<file path="config.mk">
export PLATFORM = sky130hd
export DESIGN_NAME = mem_host_ctrl
export DESIGN_NICKNAME = d
export VERILOG_FILES = /design/src/rtl/mem_host_pkg.sv /design/src/rtl/mem_host_ctrl.sv
export SDC_FILE = /design/constraint.sdc
export NUM_CORES = 1
export LEC_CHECK = 0
export ABC_AREA = 1
export BUFFER_PORTS_ARGS = -buffer_cell sky130_fd_sc_hd__buf_4
export CAP_MARGIN = 5
export CORE_MARGIN = 2
export CORE_UTILIZATION = 59
export CTS_CLUSTER_DIAMETER = 200
export DETAILED_ROUTE_END_ITERATION = 10
export PLACE_DENSITY = 0.83
export SYNTH_ARGS = -nofsm -noshare
export SYNTH_HDL_FRONTEND = slang
export SYNTH_SLANG_ARGS = --single-unit
export TNS_END_PERCENT = 1
</file>
<file path="constraint.sdc">
create_clock -name clk -period 3.3 [get_ports clk]
set_input_delay 0.165 -clock clk [delete_from_list [all_inputs] [get_ports clk]]
set_output_delay 0.165 -clock clk [all_outputs]
set_load 0.01 [all_outputs]
</file>
<file path="src/rtl/mem_host_pkg.sv">
// Shared types for the byte-stream RAM host controller: header opcodes,
// FSM states and header field positions.
package mem_host_pkg;

  typedef enum logic [1:0] {
    OP_WRITE = 2'b00,
    OP_READ  = 2'b01,
    OP_BURST = 2'b10,
    OP_FILL  = 2'b11
  } opcode_e;

  typedef enum logic [2:0] {
    S_IDLE,
    S_GET_ARG,
    S_WR,
    S_FILL,
    S_RD_ISSUE,
    S_RD_CAP,
    S_RSP
  } state_e;

  localparam int HDR_OP_MSB   = 7;
  localparam int HDR_OP_LSB   = 6;
  localparam int HDR_RSV_MSB  = 5;
  localparam int HDR_RSV_LSB  = 4;
  localparam int HDR_ADDR_LSB = 0;

endpackage

</file>
<file path="src/rtl/mem_host_ctrl.sv">
// Command front end for the scratch RAM: decodes header/argument bytes and
// sequences single writes, single reads, wrapping burst reads and block fills.
module mem_host_ctrl
  import mem_host_pkg::*;
#(
  parameter  int RAM_BYTES = 16,
  localparam int ADDR_W    = $clog2(RAM_BYTES)
) (
  input  logic              clk,
  input  logic              rst_n,
  input  logic              cmd_valid,
  output logic              cmd_ready,
  input  logic [7:0]        cmd_data,
  output logic              rsp_valid,
  input  logic              rsp_ready,
  output logic [7:0]        rsp_data,
  output logic              busy,
  output logic              err,
  output logic [ADDR_W-1:0] mem_addr,
  output logic [7:0]        mem_wdata,
  output logic              mem_we,
  input  logic [7:0]        mem_rdata
);

  localparam logic [ADDR_W-1:0] ADDR_ONE  = ADDR_W'(1);
  localparam logic [ADDR_W-1:0] FILL_LAST = ADDR_W'(RAM_BYTES - 1);
  localparam logic [ADDR_W:0]   REM_ONE   = (ADDR_W + 1)'(1);

  state_e              state_q, state_d;
  opcode_e             op_q;
  logic [ADDR_W-1:0]   addr_q;
  logic [ADDR_W:0]     remaining_q;
  logic [ADDR_W-1:0]   fill_cnt_q;
  logic                ready_q;

  logic                cmd_fire;
  logic                rsp_fire;
  opcode_e             hdr_op;
  logic                hdr_bad;
  logic [ADDR_W-1:0]   hdr_addr;

  assign cmd_fire = cmd_valid && ready_q;
  assign rsp_fire = rsp_valid && rsp_ready;
  assign hdr_op   = opcode_e'(cmd_data[HDR_OP_MSB:HDR_OP_LSB]);
  assign hdr_bad  = |cmd_data[HDR_RSV_MSB:HDR_RSV_LSB];
  assign hdr_addr = cmd_data[HDR_ADDR_LSB +: ADDR_W];

  assign cmd_ready = ready_q;
  assign busy      = (state_q != S_IDLE);

  // NOTE: every signal written in always_comb gets a default first, so no
  // path through the case can leave it unassigned and infer a latch.
  always_comb begin
    state_d = state_q;
    unique case (state_q)
      S_IDLE: begin
        if (cmd_fire && !hdr_bad)
          state_d = (hdr_op == OP_READ) ? S_RD_ISSUE : S_GET_ARG;
      end
      S_GET_ARG: begin
        if (cmd_fire) begin
          unique case (op_q)
            OP_WRITE: state_d = S_WR;
            OP_FILL:  state_d = S_FILL;
            default:  state_d = S_RD_ISSUE;
          endcase
        end
      end
      S_WR:       state_d = S_IDLE;
      S_FILL:     if (fill_cnt_q == '0) state_d = S_IDLE;
      S_RD_ISSUE: state_d = S_RD_CAP;
      S_RD_CAP:   state_d = S_RSP;
      S_RSP: begin
        if (rsp_fire)
          state_d = (remaining_q == REM_ONE) ? S_IDLE : S_RD_ISSUE;
      end
      default:    state_d = S_IDLE;
    endcase
  end

  // NOTE: sequential state uses non-blocking assignments so every register
  // samples pre-edge values regardless of process ordering.
  always_ff @(posedge clk) begin
    if (!rst_n) state_q <= S_IDLE;
    else        state_q <= state_d;
  end

  always_ff @(posedge clk) begin
    if (!rst_n) begin
      ready_q     <= 1'b0;
      op_q        <= OP_WRITE;
      addr_q      <= '0;
      remaining_q <= '0;
      fill_cnt_q  <= '0;
      err         <= 1'b0;
      rsp_valid   <= 1'b0;
      rsp_data    <= '0;
      mem_addr    <= '0;
      mem_wdata   <= '0;
      mem_we      <= 1'b0;
    end else begin
      // Registered from the next state so cmd_ready has no path from cmd_valid.
      ready_q <= (state_d == S_IDLE) || (state_d == S_GET_ARG);
      mem_we  <= (state_d == S_WR) || (state_d == S_FILL);

      unique case (state_q)
        S_IDLE: begin
          if (cmd_fire) begin
            if (hdr_bad) begin
              err <= 1'b1;
            end else begin
              op_q        <= hdr_op;
              addr_q      <= hdr_addr;
              mem_addr    <= hdr_addr;
              remaining_q <= REM_ONE;
            end
          end
        end
        S_GET_ARG: begin
          if (cmd_fire) begin
            mem_addr    <= addr_q;
            mem_wdata   <= cmd_data;
            fill_cnt_q  <= FILL_LAST;
            remaining_q <= {1'b0, cmd_data[ADDR_W-1:0]} + REM_ONE;
          end
        end
        S_FILL: begin
          if (fill_cnt_q != '0) begin
            mem_addr   <= mem_addr + ADDR_ONE;
            fill_cnt_q <= fill_cnt_q - ADDR_ONE;
          end
        end
        S_RD_CAP: begin
          rsp_data  <= mem_rdata;
          rsp_valid <= 1'b1;
        end
        S_RSP: begin
          if (rsp_fire) begin
            rsp_valid   <= 1'b0;
            remaining_q <= remaining_q - REM_ONE;
            if (remaining_q != REM_ONE) begin
              addr_q   <= addr_q + ADDR_ONE;
              mem_addr <= addr_q + ADDR_ONE;
            end
          end
        end
        default: ;
      endcase
    end
  end

endmodule
</file>
==> results of run 1 <==
## cells by family (layout without fill, tap and decap cells)
family          count (synthesis)  in the layout  share of synthesized area [%]
simple gates                  187            187                           37.8
compound gates                 55             55                           12.5
buf+inv                        46             90                           8.57
flops                          42             42                           36.2
fa+ha+maj                       7              7                           3.77
xor+xnor                        3              3                           1.13
## cell type report
cell class,count,area (sq um)
Clock buffer,6,72.6
Clock inverter,2,13.8
Fill cell,308,975
Inverter,38,143
Multi-Input combinational cell,252,1280
Sequential cell,42,841
Tap cell,48,60.1
Timing Repair Buffer,44,330
## metrics by stage
step | cells | worst slack (ns) | hold WS (ns) | cell area (sq um) | power [mW]
2_1_floorplan | 340 | 1.96 | 0.300 | 2320 | 0.662
3_3_place_gp | 424 | 1.42 | 0.429 | 2660 | 0.711
3_5_place_dp | 424 | 1.35 | 0.423 | 2660 | 0.714
4_1_cts | 432 | 1.32 | 0.117 | 2740 | 1.03
5_1_grt | 432 | 1.11 | 0.134 | 2740 | 1.08
6_report | 432 | 1.34 | 0.117 | 2740 | 1.03
## routing by layer
layer  up-vias  part of all wire (%)
met1      1023                    46
met3         5                   3.6
met4         0                   1.3
met5         -                     0
met2        40                    49
li1       1180                     -
## sequential cells by signal, summed over array words and instances, names as in the netlist
signal       count
mem_wdata        8
rsp_data         8
remaining_q      5
addr_q           4
fill_cnt_q       4
mem_addr         4
state_q          3
op_q             2
cmd_ready        1
err              1
mem_we           1
rsp_valid        1
## worst reg2reg max path: stages (launching register included)
cell and delay [ns]:
dfxtp_1 0.81, nand3_1 0.36, nand2_1 0.17, nor2_1 0.08, nor2_4 0.18, nand3_1 0.10
nor2_1 0.11, nor2_1 0.06
## cell usage after synthesis
| cell | instances | area [sq um] |
|---|---|---|
| ha_1 | 7 | 87.6 |
| clkbuf_1 | 3 | 11.3 |
| o211ai_1 | 1 | 7.51 |
| a31oi_1 | 1 | 6.26 |
| inv_2 | 3 | 11.3 |
| o21a_1 | 1 | 7.51 |
| nand4_1 | 2 | 12.5 |
| nor2_4 | 5 | 56.3 |
| a21oi_1 | 26 | 130 |
| nand2_1 | 77 | 289 |
| nor2_1 | 57 | 214 |
| a211oi_1 | 2 | 15.0 |
| nand4_2 | 1 | 12.5 |
| nor3_4 | 1 | 16.3 |
| nand2_4 | 2 | 22.5 |
| or2_2 | 1 | 6.26 |
| nand3_1 | 31 | 155 |
| nor3_1 | 1 | 5.00 |
| nand2_2 | 4 | 25.0 |
| dfxtp_1 | 42 | 841 |
| nand3_4 | 1 | 17.5 |
| o21ai_0 | 22 | 110 |
| o31ai_1 | 1 | 7.51 |
| buf_4 | 3 | 22.5 |
| and2_1 | 1 | 6.26 |
| xor2_1 | 3 | 26.3 |
| nor2_8 | 1 | 20.0 |
| buf_6 | 2 | 22.5 |
| nand3_2 | 2 | 20.0 |
| inv_1 | 35 | 131 |
| o21ai_1 | 1 | 5.00 |
## where the power goes
part | leakage (nW) | internal [mW] | total, mW | switching (mW)
Combinational | 0.929 | 0.0668 | 0.161 | 0.0937
Sequential | 0.340 | 0.525 | 0.543 | 0.0186
Clock | 0.0452 | 0.149 | 0.327 | 0.178
## path summary, 6_finish.rpt
kind	startpoint	end	slack (ns)	cells after the start
setup / recovery	state_q[0]	mem_addr[3]	1.34	7
hold / removal	cmd_data[6]	mem_wdata[6]	0.12	3
setup reg to reg	state_q[0]	mem_addr[3]	1.34	7
hold reg to reg	rsp_data[1]	rsp_data[1]	0.47	2
## cells in the final DEF, fill, tap and decap left out
cell type   n
nand2_1    77
nor2_1     57
buf_4      44
dfxtp_1    42
inv_1      35
nand3_1    31
a21oi_1    26
o21ai_0    22
ha_1        7
nor2_4      5
clkbuf_8    5
nand2_2     4
inv_2       3
xor2_1      3
nand4_1     2
nand3_2     2
a211oi_1    2
nand2_4     2
nand3_4     1
nand4_2     1
a31oi_1     1
nor3_4      1
or2_2       1
o21a_1      1
o211ai_1    1
and2_1      1
nor2_8      1
o21ai_1     1
o31ai_1     1
nor3_1      1
clkbuf_1    1
clkinv_4    1
clkinv_2    1
==> results.json, run 1 <==
{
  "status": "finished, final reports clean",
  "period_share_pct": 59.4,
  "worstSkewPairLatency_ns": 0.30,
  "start_util_pct": 62.5,
  "cts_tree": "done",
  "relSlewSlack_pct": 49.8,
  "antenna_left": 0,
  "final_core_util_pct": 73.8,
  "drt_wl_total_microns": 5350,
  "slew_viol_final": 0,
  "fin_tns_setup_ns": 0,
  "cp_common_cell": "nor2_1",
  "crit_type": "flip-flop to flip-flop",
  "grt_util_met2_pct": 43.3,
  "numCtsBuffers": 5,
  "arrival_ns": 2.16,
  "dpl.hpwl_microns": 4040,
  "ctsHoldBuffers": 0,
  "route.detailed.drc": 0,
  "port-buffer-count": 44,
  "path_cells": "nand3_1, nand2_1, nor2_1, nor2_4, nand3_1, nor2_1, nor2_1",
  "synth.ff_latch_count": 42,
  "io_pins": 45,
  "vias": 2248,
  "syn_nets": 367,
  "yosysWarnings": 0,
  "power_density_nw_per_um2": 376,
  "die_h_microns": 66.7,
  "htreeDepth": 2,
  "via_per_inst": 5.20,
  "num_antenna_cells": 0,
  "avgSynthCellArea_sq_um": 6.83,
  "fin_nets": 410,
  "clockRootBuffer": "clkbuf_8",
  "avgRoutedWirePerCell_microns": 12.4,
  "grt_pass1_wl_microns": 8830,
  "grtUsageMet3_pct": 5.74,
  "layout-drive-gt1-share_pct": 18.8,
  "cp_slowest_stage_delay_ns": 0.81,
  "die-area_sq_um": 4450,
  "antenna_found_initial": 0,
  "peakVddDrop_uv": 328,
  "required_ns": 3.49,
  "cts-resized-gates": 0,
  "p_leak_nw": 1.31,
  "clkSlewWorstSetupHoldPaths_ns": 0.08,
  "place.gp.congestion": 0.967,
  "drt_iter0_markers": 154,
  "max-cap-violations": 0,
  "critPathCaptureType": "flip-flop",
  "cp-start-kind": "flip-flop",
  "crit_buf_inv": 0,
  "setup_violations": 0,
  "ys_seq_area_share_pct": 36.2,
  "post_cts_buffers": 0,
  "cts_sinks": 42,
  "clockBufferDepth": 2,
  "period_needed_ns": 1.96,
  "grt_max_degree": 28,
  "busiest_layer": "met2",
  "first_global_vias": 2017,
  "fmax_mhz": 510,
  "grt_setup_unrepaired": "false",
  "coreArea_sq_um": 3720,
  "core.rowCount": 22,
  "syn_to_final_growth_pct": 18.1,
  "crit_fanout": 17,
  "grtUsageTotal_pct": 26.0,
  "synth_cells": 340,
  "critical_path.slowest_cell": "dfxtp_1",
  "use_met1_pct": 32.8,
  "grt_overflow": 0,
  "tightest_slew_ns": 0.752,
  "hp-class": "input port to flip-flop",
  "finClkSkew_ns": 0.00900,
  "netlist_area_sq_um": 2320,
  "synth_cell_types": 31,
  "hold_violations": 0,
  "drtPass1Iterations": 4,
  "die_x_microns": 66.7,
  "crit_family": "simple AND/OR/NAND/NOR gates"
}
(Power assumes the default switching activity.)
==> run 2: changes to the inputs <==
Settings changed: CORE_UTILIZATION 59 to 50, PLACE_DENSITY 0.83 to 0.75.
Clock period 3.3 ns to 1.7 ns, I/O delays scaled along.
==> results.json, run 2 (synthesis gave the netlist of run 1 again) <==
{
  "numCtsBuffers": 5,
  "period_share_pct": 90.0,
  "syn_to_final_growth_pct": 21.8,
  "route.detailed.drc": 0,
  "grtUsageTotal_pct": 22.1,
  "avgRoutedWirePerCell_microns": 12.3,
  "io_pins": 45,
  "via_per_inst": 5.14,
  "die_x_microns": 72.1,
  "cp_slowest_stage_delay_ns": 0.38,
  "peakVddDrop_uv": 527,
  "die-area_sq_um": 5200,
  "ctsHoldBuffers": 0,
  "worstSkewPairLatency_ns": 0.30,
  "fin_nets": 417,
  "r2r_cells": 9,
  "cts_sinks": 42,
  "start_util_pct": 52.6,
  "cts-resized-gates": 0,
  "hold_violations": 0,
  "final_core_util_pct": 64.1,
  "grt_pass1_wl_microns": 9140,
  "clockBufferDepth": 2,
  "final_common_cell": "nand2_1",
  "fmax_mhz": 653,
  "layout_common_cells": "nand2_1 (77), nor2_1 (57), buf_4 (51)",
  "worstHoldStart": "rsp_ready",
  "hp-class": "input port to flip-flop",
  "tightest_slew_ns": 0.466,
  "path_cells": "buf_4, nor2_4, nand2_1, nand2_1, nand2_1, nor3_4, nand2_1, nand2_1, nor2_1",
  "arrival_ns": 1.73,
  "relSlewSlack_pct": 68.9,
  "coreArea_sq_um": 4410,
  "first_global_vias": 2072,
  "setup_violations": 0,
  "max-cap-violations": 0,
  "min_path_cells": 4,
  "stdcell_count": 443,
  "dpl.hpwl_microns": 4110,
  "post_cts_buffers": 0,
  "nFillCells": 438,
  "slew_viol_final": 0,
  "period_needed_ns": 1.53,
  "dp.cells": 435,
  "core.rowCount": 24,
  "antenna_left": 0,
  "power_density_nw_per_um2": 766,
  "layout-drive-gt1-share_pct": 20.7,
  "dpl_cell_area_sq_um": 2710,
  "status": "finished, final reports clean",
  "total_power_mw": 2.17,
  "top_regs": "mem_wdata: 8 flops, rsp_data: 8 flops, remaining_q: 5 flops",
  "holdWs_ns": 0.0510,
  "htreeDepth": 2,
  "postLayoutCellArea_sq_um": 2830,
  "r2r_start": "state_q[0]",
  "critical_path.slowest_cell": "dfxtp_2",
  "cp_common_cell": "nand2_1",
  "p_leak_nw": 1.36,
  "finClkSkew_ns": 0.00226,
  "clkSlewWorstSetupHoldPaths_ns": 0.08,
  "clockRootBuffer": "clkbuf_8",
  "required_ns": 1.90,
  "drt_iter0_markers": 139,
  "drt_wl_total_microns": 5430,
  "crit_type": "flip-flop to flip-flop",
  "place.gp.congestion": 0.866,
  "ff2ff_setup_slack_ns": 0.17,
  "num_antenna_cells": 0,
  "grt_max_degree": 28,
  "drtPass1Iterations": 4,
  "port-buffer-count": 44,
  "critPathCaptureType": "flip-flop",
  "reg2reg_to": "addr_q[1]",
  "antenna_found_initial": 0,
  "cts_tree": "done",
  "vias": 2275,
  "crit_fanout": 8,
  "holdPathEnd": "rsp_valid",
  "cp-start-kind": "flip-flop",
  "die_h_microns": 72.1,
  "grt_overflow": 0
}
==> run 2: changes by cell type in the layout (fill, tap and decap cells not counted), sizes merged <==
cell and change:
clkinv -2, clkinvlp +1, buf +7, bufinv +1
==> run 2: report_power, final <==
part	switching [mW]	leakage [nW]	internal [mW]	total, mW
Combinational	0.184	0.967	0.133	0.317
Clock	0.358	0.0514	0.438	0.797
Sequential	0.0343	0.341	1.02	1.05
Total	0.576	1.36	1.59	2.17
==> run 2: critical path: cells and delay by family (launching register included) <==
family	cells	cell delay, ns
AND/OR/NAND/NOR	8	0.88
buffers and inverters	1	0.17
flip-flops	1	0.38
==> run 2: cell type report <==
type | instances | area, sq um | share of cell area (%)
clock inverter | 2 | 37.5 | 1.33
tap | 52 | 65.1 | 2.30
clock buffer | 6 | 72.6 | 2.57
inverter | 38 | 145 | 5.13
multi-input combinational | 252 | 1280 | 45.3
timing repair buffer | 51 | 383 | 13.5
sequential | 42 | 843 | 29.8
==> run 2: layer usage <==
layer,up-vias,GRT usage (%),share of wire (%)
li1,1192,-,-
met1,1028,29.1,47
met2,50,37.0,48
met3,5,4.17,4.1
met4,0,6.50,1.1
met5,-,0,0
==> run 2: how the worst max path moves through the flow <==
stage | slack (ns) | end | depth (start not counted) | start
2_1_floorplan | 0.36 | addr_q[0] | 9 | state_q[0]
3_3_place_gp | 0.12 | addr_q[1] | 8 | state_q[0]
3_5_place_dp | 0.06 | addr_q[1] | 8 | state_q[0]
4_1_cts | 0.05 | addr_q[1] | 8 | state_q[0]
5_1_grt | -0.001 | mem_we | 7 | state_q[2]
6_report | 0.17 | addr_q[1] | 9 | state_q[0]
==> run 2: stage by stage <==
step | setup WS (ns) | TNS [ns]
finish | 0.169 | 0
CTS | 0.0470 | 0
global route | -0.00102 | -0.00102
global placement | 0.117 | 0
floorplan | 0.357 | 0
detailed placement | 0.0608 | 0
